==> config.mk <==
export PLATFORM = sky130hd
export DESIGN_NAME = mul_acc_seq_flat
export DESIGN_NICKNAME = d
export VERILOG_FILES = /design/src/rtl/mul_acc_seq_pkg.sv /design/src/rtl/mul_acc_seq_if.sv /design/src/rtl/mul_acc_seq.sv /design/src/flat_wrapper.sv
export SDC_FILE = /design/constraint.sdc
export NUM_CORES = 1
export LEC_CHECK = 0
export ABC_AREA = 1
export BUFFER_PORTS_ARGS = -buffer_cell sky130_fd_sc_hd__buf_2
export CORE_ASPECT_RATIO = 1.1
export CORE_MARGIN = 5
export CORE_UTILIZATION = 25
export CTS_CLUSTER_DIAMETER = 40
export DETAILED_ROUTE_END_ITERATION = 6
export PLACE_DENSITY = 0.42
export SETUP_SLACK_MARGIN = 0.5
export SYNTH_ARGS = -nofsm -noshare
export SYNTH_HDL_FRONTEND = slang
export SYNTH_SLANG_ARGS = --single-unit
==> constraint.sdc <==
create_clock -name clk -period 2.5 [get_ports clk]
set_input_delay 0.5 -clock clk [delete_from_list [all_inputs] [get_ports clk]]
set_output_delay 0.5 -clock clk [all_outputs]
set_load 0.01 [all_outputs]
==> src/rtl/mul_acc_seq_pkg.sv <==
// Shared definitions for the multiply-accumulate peripheral and its divider partner.
package mul_acc_seq_pkg;

  localparam int unsigned MUL_WIDTH = 16;

  typedef enum logic [1:0] {
    IDLE = 2'd0,
    RUN  = 2'd1,
    DONE = 2'd2
  } state_t;

endpackage

==> src/rtl/mul_acc_seq_if.sv <==
// Start/busy/done handshake and operand/result bus of the multiply-accumulate unit.
interface mul_acc_seq_if #(
  parameter int unsigned WIDTH = mul_acc_seq_pkg::MUL_WIDTH
);

  logic               start;
  logic [WIDTH-1:0]   multiplicand;
  logic [WIDTH-1:0]   multiplier;
  logic [WIDTH-1:0]   addend;
  logic               busy;
  logic               done;
  logic [2*WIDTH-1:0] product;

  modport master (
    output start, multiplicand, multiplier, addend,
    input  busy, done, product
  );

  modport slave (
    input  start, multiplicand, multiplier, addend,
    output busy, done, product
  );

endinterface

==> src/rtl/mul_acc_seq.sv <==
// Radix-2 shift-add multiply-accumulate: product = multiplicand * multiplier + addend.
// Fixed latency of WIDTH iterations; result held until the next operation completes.
module mul_acc_seq
  import mul_acc_seq_pkg::*;
#(
  parameter int unsigned WIDTH = MUL_WIDTH
) (
  input  logic          clk,
  input  logic          rst_n,
  mul_acc_seq_if.slave  bus
);

  localparam int unsigned PW = 2 * WIDTH;
  localparam int unsigned CW = $clog2(WIDTH) + 1;

  state_t          state_q, state_d;
  logic [PW-1:0]   acc_q, acc_d;
  logic [PW-1:0]   mcand_q, mcand_d;
  logic [WIDTH-1:0] mplier_q, mplier_d;
  logic [CW-1:0]   count_q, count_d;
  logic [PW-1:0]   product_q, product_d;
  logic            busy_q, busy_d;
  logic            done_q, done_d;

  logic [PW-1:0]   acc_sum;
  logic            last_iter;
  logic            load;

  always_comb begin
    acc_sum   = mplier_q[0] ? (acc_q + mcand_q) : acc_q;
    last_iter = (count_q == CW'(WIDTH - 1));
    // Requests are taken in IDLE and in the DONE cycle, never while running.
    load      = bus.start && (state_q != RUN);
  end

  always_ff @(posedge clk or negedge rst_n) begin
    if (!rst_n) begin
      state_q <= IDLE;
    end else begin
      state_q <= state_d;
    end
  end

  always_comb begin
    state_d = state_q;
    unique case (state_q)
      IDLE:    if (bus.start) state_d = RUN;
      RUN:     if (last_iter) state_d = DONE;
      DONE:    state_d = bus.start ? RUN : IDLE;
      default: state_d = IDLE;
    endcase
  end

  always_comb begin
    acc_d     = acc_q;
    mcand_d   = mcand_q;
    mplier_d  = mplier_q;
    count_d   = count_q;
    product_d = product_q;
    if (load) begin
      acc_d    = PW'(bus.addend);
      mcand_d  = PW'(bus.multiplicand);
      mplier_d = bus.multiplier;
      count_d  = '0;
    end else if (state_q == RUN) begin
      acc_d    = acc_sum;
      mcand_d  = mcand_q << 1;
      mplier_d = mplier_q >> 1;
      count_d  = count_q + CW'(1);
      // The final partial product must land in the result on the way into DONE.
      if (last_iter) begin
        product_d = acc_sum;
      end
    end
    busy_d = (state_d == RUN);
    done_d = (state_d == DONE);
  end

  always_ff @(posedge clk or negedge rst_n) begin
    if (!rst_n) begin
      acc_q     <= '0;
      mcand_q   <= '0;
      mplier_q  <= '0;
      count_q   <= '0;
      product_q <= '0;
      busy_q    <= 1'b0;
      done_q    <= 1'b0;
    end else begin
      acc_q     <= acc_d;
      mcand_q   <= mcand_d;
      mplier_q  <= mplier_d;
      count_q   <= count_d;
      product_q <= product_d;
      busy_q    <= busy_d;
      done_q    <= done_d;
    end
  end

  assign bus.busy    = busy_q;
  assign bus.done    = done_q;
  assign bus.product = product_q;

endmodule

==> src/flat_wrapper.sv <==
// flat-port wrapper written by rule: the top's interface ports become plain ports
module mul_acc_seq_flat import mul_acc_seq_pkg::*;
#(
  parameter int unsigned WIDTH = MUL_WIDTH
)
  (clk, rst_n, bus_start, bus_multiplicand, bus_multiplier, bus_addend, bus_busy, bus_done, bus_product);
  mul_acc_seq_if #(.WIDTH(WIDTH)) bus_i ();
  input  logic clk;
  input  logic rst_n;
  input wire logic [$bits(bus_i.start)-1:0] bus_start;
  input wire logic [$bits(bus_i.multiplicand)-1:0] bus_multiplicand;
  input wire logic [$bits(bus_i.multiplier)-1:0] bus_multiplier;
  input wire logic [$bits(bus_i.addend)-1:0] bus_addend;
  output wire logic [$bits(bus_i.busy)-1:0] bus_busy;
  output wire logic [$bits(bus_i.done)-1:0] bus_done;
  output wire logic [$bits(bus_i.product)-1:0] bus_product;
  assign bus_i.start = bus_start;
  assign bus_i.multiplicand = bus_multiplicand;
  assign bus_i.multiplier = bus_multiplier;
  assign bus_i.addend = bus_addend;
  assign bus_busy = bus_i.busy;
  assign bus_done = bus_i.done;
  assign bus_product = bus_i.product;
  mul_acc_seq #(.WIDTH(WIDTH)) u_core (.clk(clk), .rst_n(rst_n), .bus(bus_i));
endmodule
## After elaboration in Yosys (flattened, before gate mapping)

Cells that the tools add are included.
W data, S select, Z words.

| word-level totals | value |
|---|---|
| bits in writable memories | 0 |
| logic and storage cells | 34 |
| output and inout bits | 34 |
| input port bits | 51 |
| memories | 0 |
| register bits after elaboration | 121 |
| bits in read-only memories | 0 |
| bits in latches | 0 |

| operators by class | value |
|---|---|
| multiply operators | 0 |
| magnitude comparators | 0 |
| div/mod/pow operators | 0 |
| bitwise operators | 1 |
| multiplexer cells | 13 |
| reductions and logical operators | 4 |
| equality and inequality tests | 6 |
| add/subtract/negate cells | 2 |
| shift-type cells | 0 |

Operator list:

| kind | count |
|---|---|
| $mux W32 | 5 |
| $add A32 B32 Y32 | 1 |
| $mux W16 | 2 |
| $mux W5 | 2 |
| $pmux W2 S3 | 1 |
| $add A5 B1 Y5 const B | 1 |
| $eq A5 B4 Y1 const B | 1 |
| $eq A2 B1 Y1 const B | 2 |
| $eq A2 B2 Y1 const B | 2 |
| $mux W2 | 2 |
| $reduce_and A3 Y1 | 1 |
| $logic_not A2 Y1 | 1 |
| $ne A2 B1 Y1 const B | 1 |
| $reduce_bool A2 Y1 | 1 |
| $logic_and A1 B1 Y1 | 1 |
| $mux W1 | 1 |
| $not A1 Y1 | 1 |

## Logic depth before layout (Yosys ltp)

| logic depth | value |
|---|---|
| word-level depth | 4 |
| depth in mapped cells | 13 |
| gate-level depth less buffers | 13 |

## Worst setup path before layout

No wires, ideal clock.

| timing | value |
|---|---|
| path type | flip-flop to flip-flop |
| start point | register u_core.mcand_q[0] |
| end point | register u_core.acc_q[20] |
| path slack | 609 ps |
| library setup time | 121 ps |
| buffers on the path | 0 |
| cell stages (with the launch flop) | 13 |
| arrival time | 1770 ps |
| data required time | 2379 ps |
| clock period less this slack | 1891 ps |
| cells stage by stage | dfrtp_1 -> ha_1 -> fa_1 -> nand3_1 -> nand3_1 -> nand3_1 -> nand3_2 -> nand2_1 -> nand2_1 -> nand2_1 -> nand3_1 -> nand3_1 -> o21ai_1 |

| between the ends | value |
|---|---|
| longest elaborated chain between the ends | 4 |

RTL lines:

| item | line | text |
|---|---|---|
| start, declared | mul_acc_seq.sv:18 | `logic [PW-1:0] mcand_q, mcand_d;` |
| start signal, assigned | mul_acc_seq.sv:90 | `mcand_q <= mcand_d;` |
| $add A32 B32 Y32 | mul_acc_seq.sv:30 | `acc_sum = mplier_q[0] ? (acc_q + mcand_q) : acc_q;` |
| $mux W32 | mul_acc_seq.sv:30 |  |
| $mux W32 | mul_acc_seq.sv:65 | `end else if (state_q == RUN) begin` |
| $mux W32 | mul_acc_seq.sv:60 | `if (load) begin` |
| end signal, assigned | mul_acc_seq.sv:81 | `acc_q <= '0;` |
| end signal, assigned | mul_acc_seq.sv:89 | `acc_q <= acc_d;` |
| end, declared | mul_acc_seq.sv:17 | `logic [PW-1:0] acc_q, acc_d;` |

No other way between the ends. The select of a mux whose other input is x is not followed.
A chain may end at the register's enable or synchronous reset.

## Worst setup path after layout

Ends and elaborated chain as after synthesis.

==> results_dict.tcl <==
set metrics [dict create \
    outcome "finished, final reports clean" \
    synth_cell_type_count 32 \
    min_from "bus_multiplier[2]" \
    syn_to_final_growth_pct 31.31 \
    die_area_sq_um 34040 \
    yosys_warnings 0 \
    n_antenna_cell 0 \
    clkSinkCount 121 \
    grt_overflow 0 \
    cts-root-buf "clkbuf_16" \
    start_kind "flop" \
    grt_max_degree 48 \
    cp_common_cell "nand3_4" \
    max_stage_delay_ns 0.40 \
    wire_per_inst_microns 15.47 \
    finalCriticalPeriod_ns 1.936 \
    die_y_microns 193.0 \
    clock_skew_ns 0.01133 \
    ys_ff_latch 121 \
    pin_count 85 \
    gp_congestion 0.8931 \
    ant_nets 0 \
    hold_violations 0 \
    antenna_found_initial 0 \
    synth.largest_area_cell "dfrtp_1" \
    place_area_sq_um 8592 \
    cp_max_fo 4 \
    vias 7069 \
    maxSlewViolCount 0 \
    min_path_type "in2reg" \
    crit_buf_inv 0 \
    synth_nets 1161 \
    clk_pin_slew_ns 0.07 \
    wl_microns 24830 \
    insertion_delay_ns 0.43 \
    reg2reg_depth 12 \
    syn_area_sq_um 7612 \
    rows 67 \
    min_to "u_core.mplier_q[2]$_DFFE_PN0P_" \
    cp.required_ns 2.81 \
    avgSynthCellArea_sq_um 7.075 \
    synth_cells 1076 \
    core-area_sq_um 30260 \
    maxCapViolations 0 \
    clock.fmax_mhz 516.7 \
    dr.first_iter.drc_count 257 \
    period_share 0.7742 \
    cp_slowest_cell "fa_2" \
    vias_per_cell 4.404 \
    drive_gt1_frac 0.2460 \
    final_nets 1263 \
    slew_headroom 0.6910 \
    finalSetupViolCount 0 \
    grt_pass1_vias 7205 \
    io_buffers 84 \
    holdPathStages 3 \
    finalSetupTns_ns 0 \
    path_class "reg2reg" \
    dp_hpwl_microns 18510 \
    rsz0062_at_grt "true" \
    crit_chain "ha_2 -> fa_2 -> nand3_2 -> nand3_4 -> nand3_4 -> nand3_4 -> nand2_2 -> nand2_1 -> nand2_1 -> nand3_1 -> nand3_1 -> o21ai_1" \
    cpLargestDelayFamily "simple AND/OR/NAND/NOR gates" \
    r2r_start "u_core.mcand_q[0]$_DFFE_PN0P_" \
    end_kind "flop" \
    ir_drop_mv 0.5039 \
    grt_usage 0.1480 \
    reg2reg_to "u_core.acc_q[20]$_DFFE_PN0P_" \
    final_area_sq_um 9996 \
    cts_made_buffers 17 \
    grt_pass1_wl_microns 39290 \
    ys_top_cells_by_area "dfrtp_1 (40%), nand2_1 (21%), inv_1 (8.0%)" \
    arrival_ns 2.24 \
    reg2reg_slack_ns 0.56 \
    drcViolationCount 0 \
    p_per_area_nw_per_um2 1487 \
    total_power_uw 14860 \
    synth.top_cell.area_share 0.3978 \
    holdWs_ns 0.2847 \
    leakage_uw 0.005048 \
    start_util 0.2515 \
    die_x_microns 176.4 \
    ys_seq_area_frac 0.3978 \
    htreeDepth 4 \
    dr.pass1.iters 4 \
    final_core_util 0.3303 \
    cts_tree "built" \
    worstMarginPinSlew_ns 0.4623 \
    clock_path_buffers 2 \
]
## worst register-to-register path, stage by stage, from the launching register on
cell and delay (ns):
dfrtp_1 0.39, ha_2 0.20, fa_2 0.40, nand3_2 0.10, nand3_4 0.10, nand3_4 0.08, nand3_4 0.12, nand2_2 0.11
nand2_1 0.05, nand2_1 0.05, nand3_1 0.08, nand3_1 0.08, o21ai_1 0.07
## routing by layer
layer  global-route usage  part of all wire
met5                    0                 0
met4              0.04375             0.018
met3              0.02633             0.028
met2               0.2622              0.50
met1               0.1853              0.45
## worst max path at each step
stage / from / end / cells past startpoint
after floorplan: u_core.mcand_q[0]$_DFFE_PN0P_ / u_core.acc_q[20]$_DFFE_PN0P_ / 12
after global placement: u_core.acc_q[0]$_DFFE_PN0P_ / u_core.acc_q[28]$_DFFE_PN0P_ / 12
after detailed placement: u_core.mcand_q[0]$_DFFE_PN0P_ / u_core.acc_q[28]$_DFFE_PN0P_ / 12
after CTS: u_core.acc_q[0]$_DFFE_PN0P_ / u_core.acc_q[28]$_DFFE_PN0P_ / 12
after global routing: u_core.acc_q[0]$_DFFE_PN0P_ / u_core.acc_q[28]$_DFFE_PN0P_ / 12
final: u_core.mcand_q[0]$_DFFE_PN0P_ / u_core.acc_q[20]$_DFFE_PN0P_ / 12
## cell type report
| type | instances | area (sq um) |
|---|---|---|
| multi-input cells | 757 | 4425 |
| well taps | 414 | 518.0 |
| clock inverters | 13 | 214.0 |
| clock buffers | 19 | 442.9 |
| repair buffers | 117 | 739.5 |
| flip-flops and latches | 121 | 3040 |
| fillers | 3297 | 20270 |
| inverters | 164 | 615.6 |
## state kept, by name, summed over array words and instances (netlist names)
signal and cells:
u_core.acc_q 32, u_core.bus.product 32, u_core.mcand_q 32, u_core.mplier_q 16
u_core.count_q 5, u_core.state_q 2, u_core.bus.busy 1, u_core.bus.done 1
## cells by family after synthesis
logic type,after synthesis,synth area share
AOI/OAI and AO/OA,103,0.08580
xor gates and xnor gates,15,0.01726
adders and majority gates,34,0.05687
buffers and inverters,198,0.1040
DFF,121,0.3978
and+or+nand+nor,605,0.3383
## through the flow
step / instances / worst slack, ns
after floorplan: 1076 / 0.6087
after global placement: 1558 / 0.3160
after detailed placement: 1558 / 0.2595
after CTS: 1594 / 0.4937
after global routing: 1605 / 0.4280
final: 1605 / 0.5645
## repair_timing
| item | in CTS | in global routing |
|---|---|---|
| hold buffers | 1 | 0 |
| setup endpoints to repair | 45 | 49 |
| setup buffers | 3 | 11 |
| gates resized for setup | 37 | 79 |
| cloned | 0 | 0 |
| hold endpoints to repair | 29 | 0 |
| pin swaps | 2 | 11 |
## layout by cell type, fill, tap and decap left out, types with 2 or more instances in the layout
cell type | Yosys | final
nand3_1 | 94 | 86
clkbuf_16 | 0 | 17
buf_2 | 21 | 83
xnor2_1 | 13 | 12
ha_4 | 0 | 27
nor2_2 | 4 | 13
o211ai_1 | 23 | 23
nand3_2 | 14 | 17
dfrtp_1 | 121 | 111
xor2_2 | 0 | 2
o21bai_1 | 6 | 6
ha_2 | 0 | 2
dfrtp_2 | 0 | 10
o22ai_1 | 17 | 17
clkinvlp_4 | 0 | 2
o221ai_1 | 7 | 7
inv_6 | 0 | 4
a21oi_2 | 0 | 9
a22o_1 | 4 | 4
a21oi_1 | 22 | 13
ha_1 | 33 | 4
buf_4 | 2 | 27
buf_12 | 0 | 5
nand2_1 | 419 | 398
nor2_1 | 39 | 24
bufinv_16 | 0 | 5
o21ai_0 | 21 | 21
inv_1 | 162 | 162
nand2_4 | 0 | 4
nand4_1 | 4 | 4
nor2_4 | 0 | 6
nor3_2 | 1 | 3
nand3_4 | 0 | 5
or2_2 | 17 | 17
nand2_2 | 10 | 27
## synth_stat cells (all sizes together)
cell,count
nand3,108
a21oi,22
ha,33
nor2,43
o21ai,23
a21o,1
o22ai,17
and2,1
xor2,2
o221ai,7
nor3,3
o211ai,23
clkinv,1
a22o,4
fa,1
buf,25
o21bai,6
xnor2,13
nand4,4
nand2,429
or2,17
clkbuf,9
inv,163
dfrtp,121
## power breakdown
group,switching (uW),internal [uW]
clock network,1010,1810
logic,4980,3380
registers,829,2860
total,6810,8050
(Power assumes the default switching activity.)
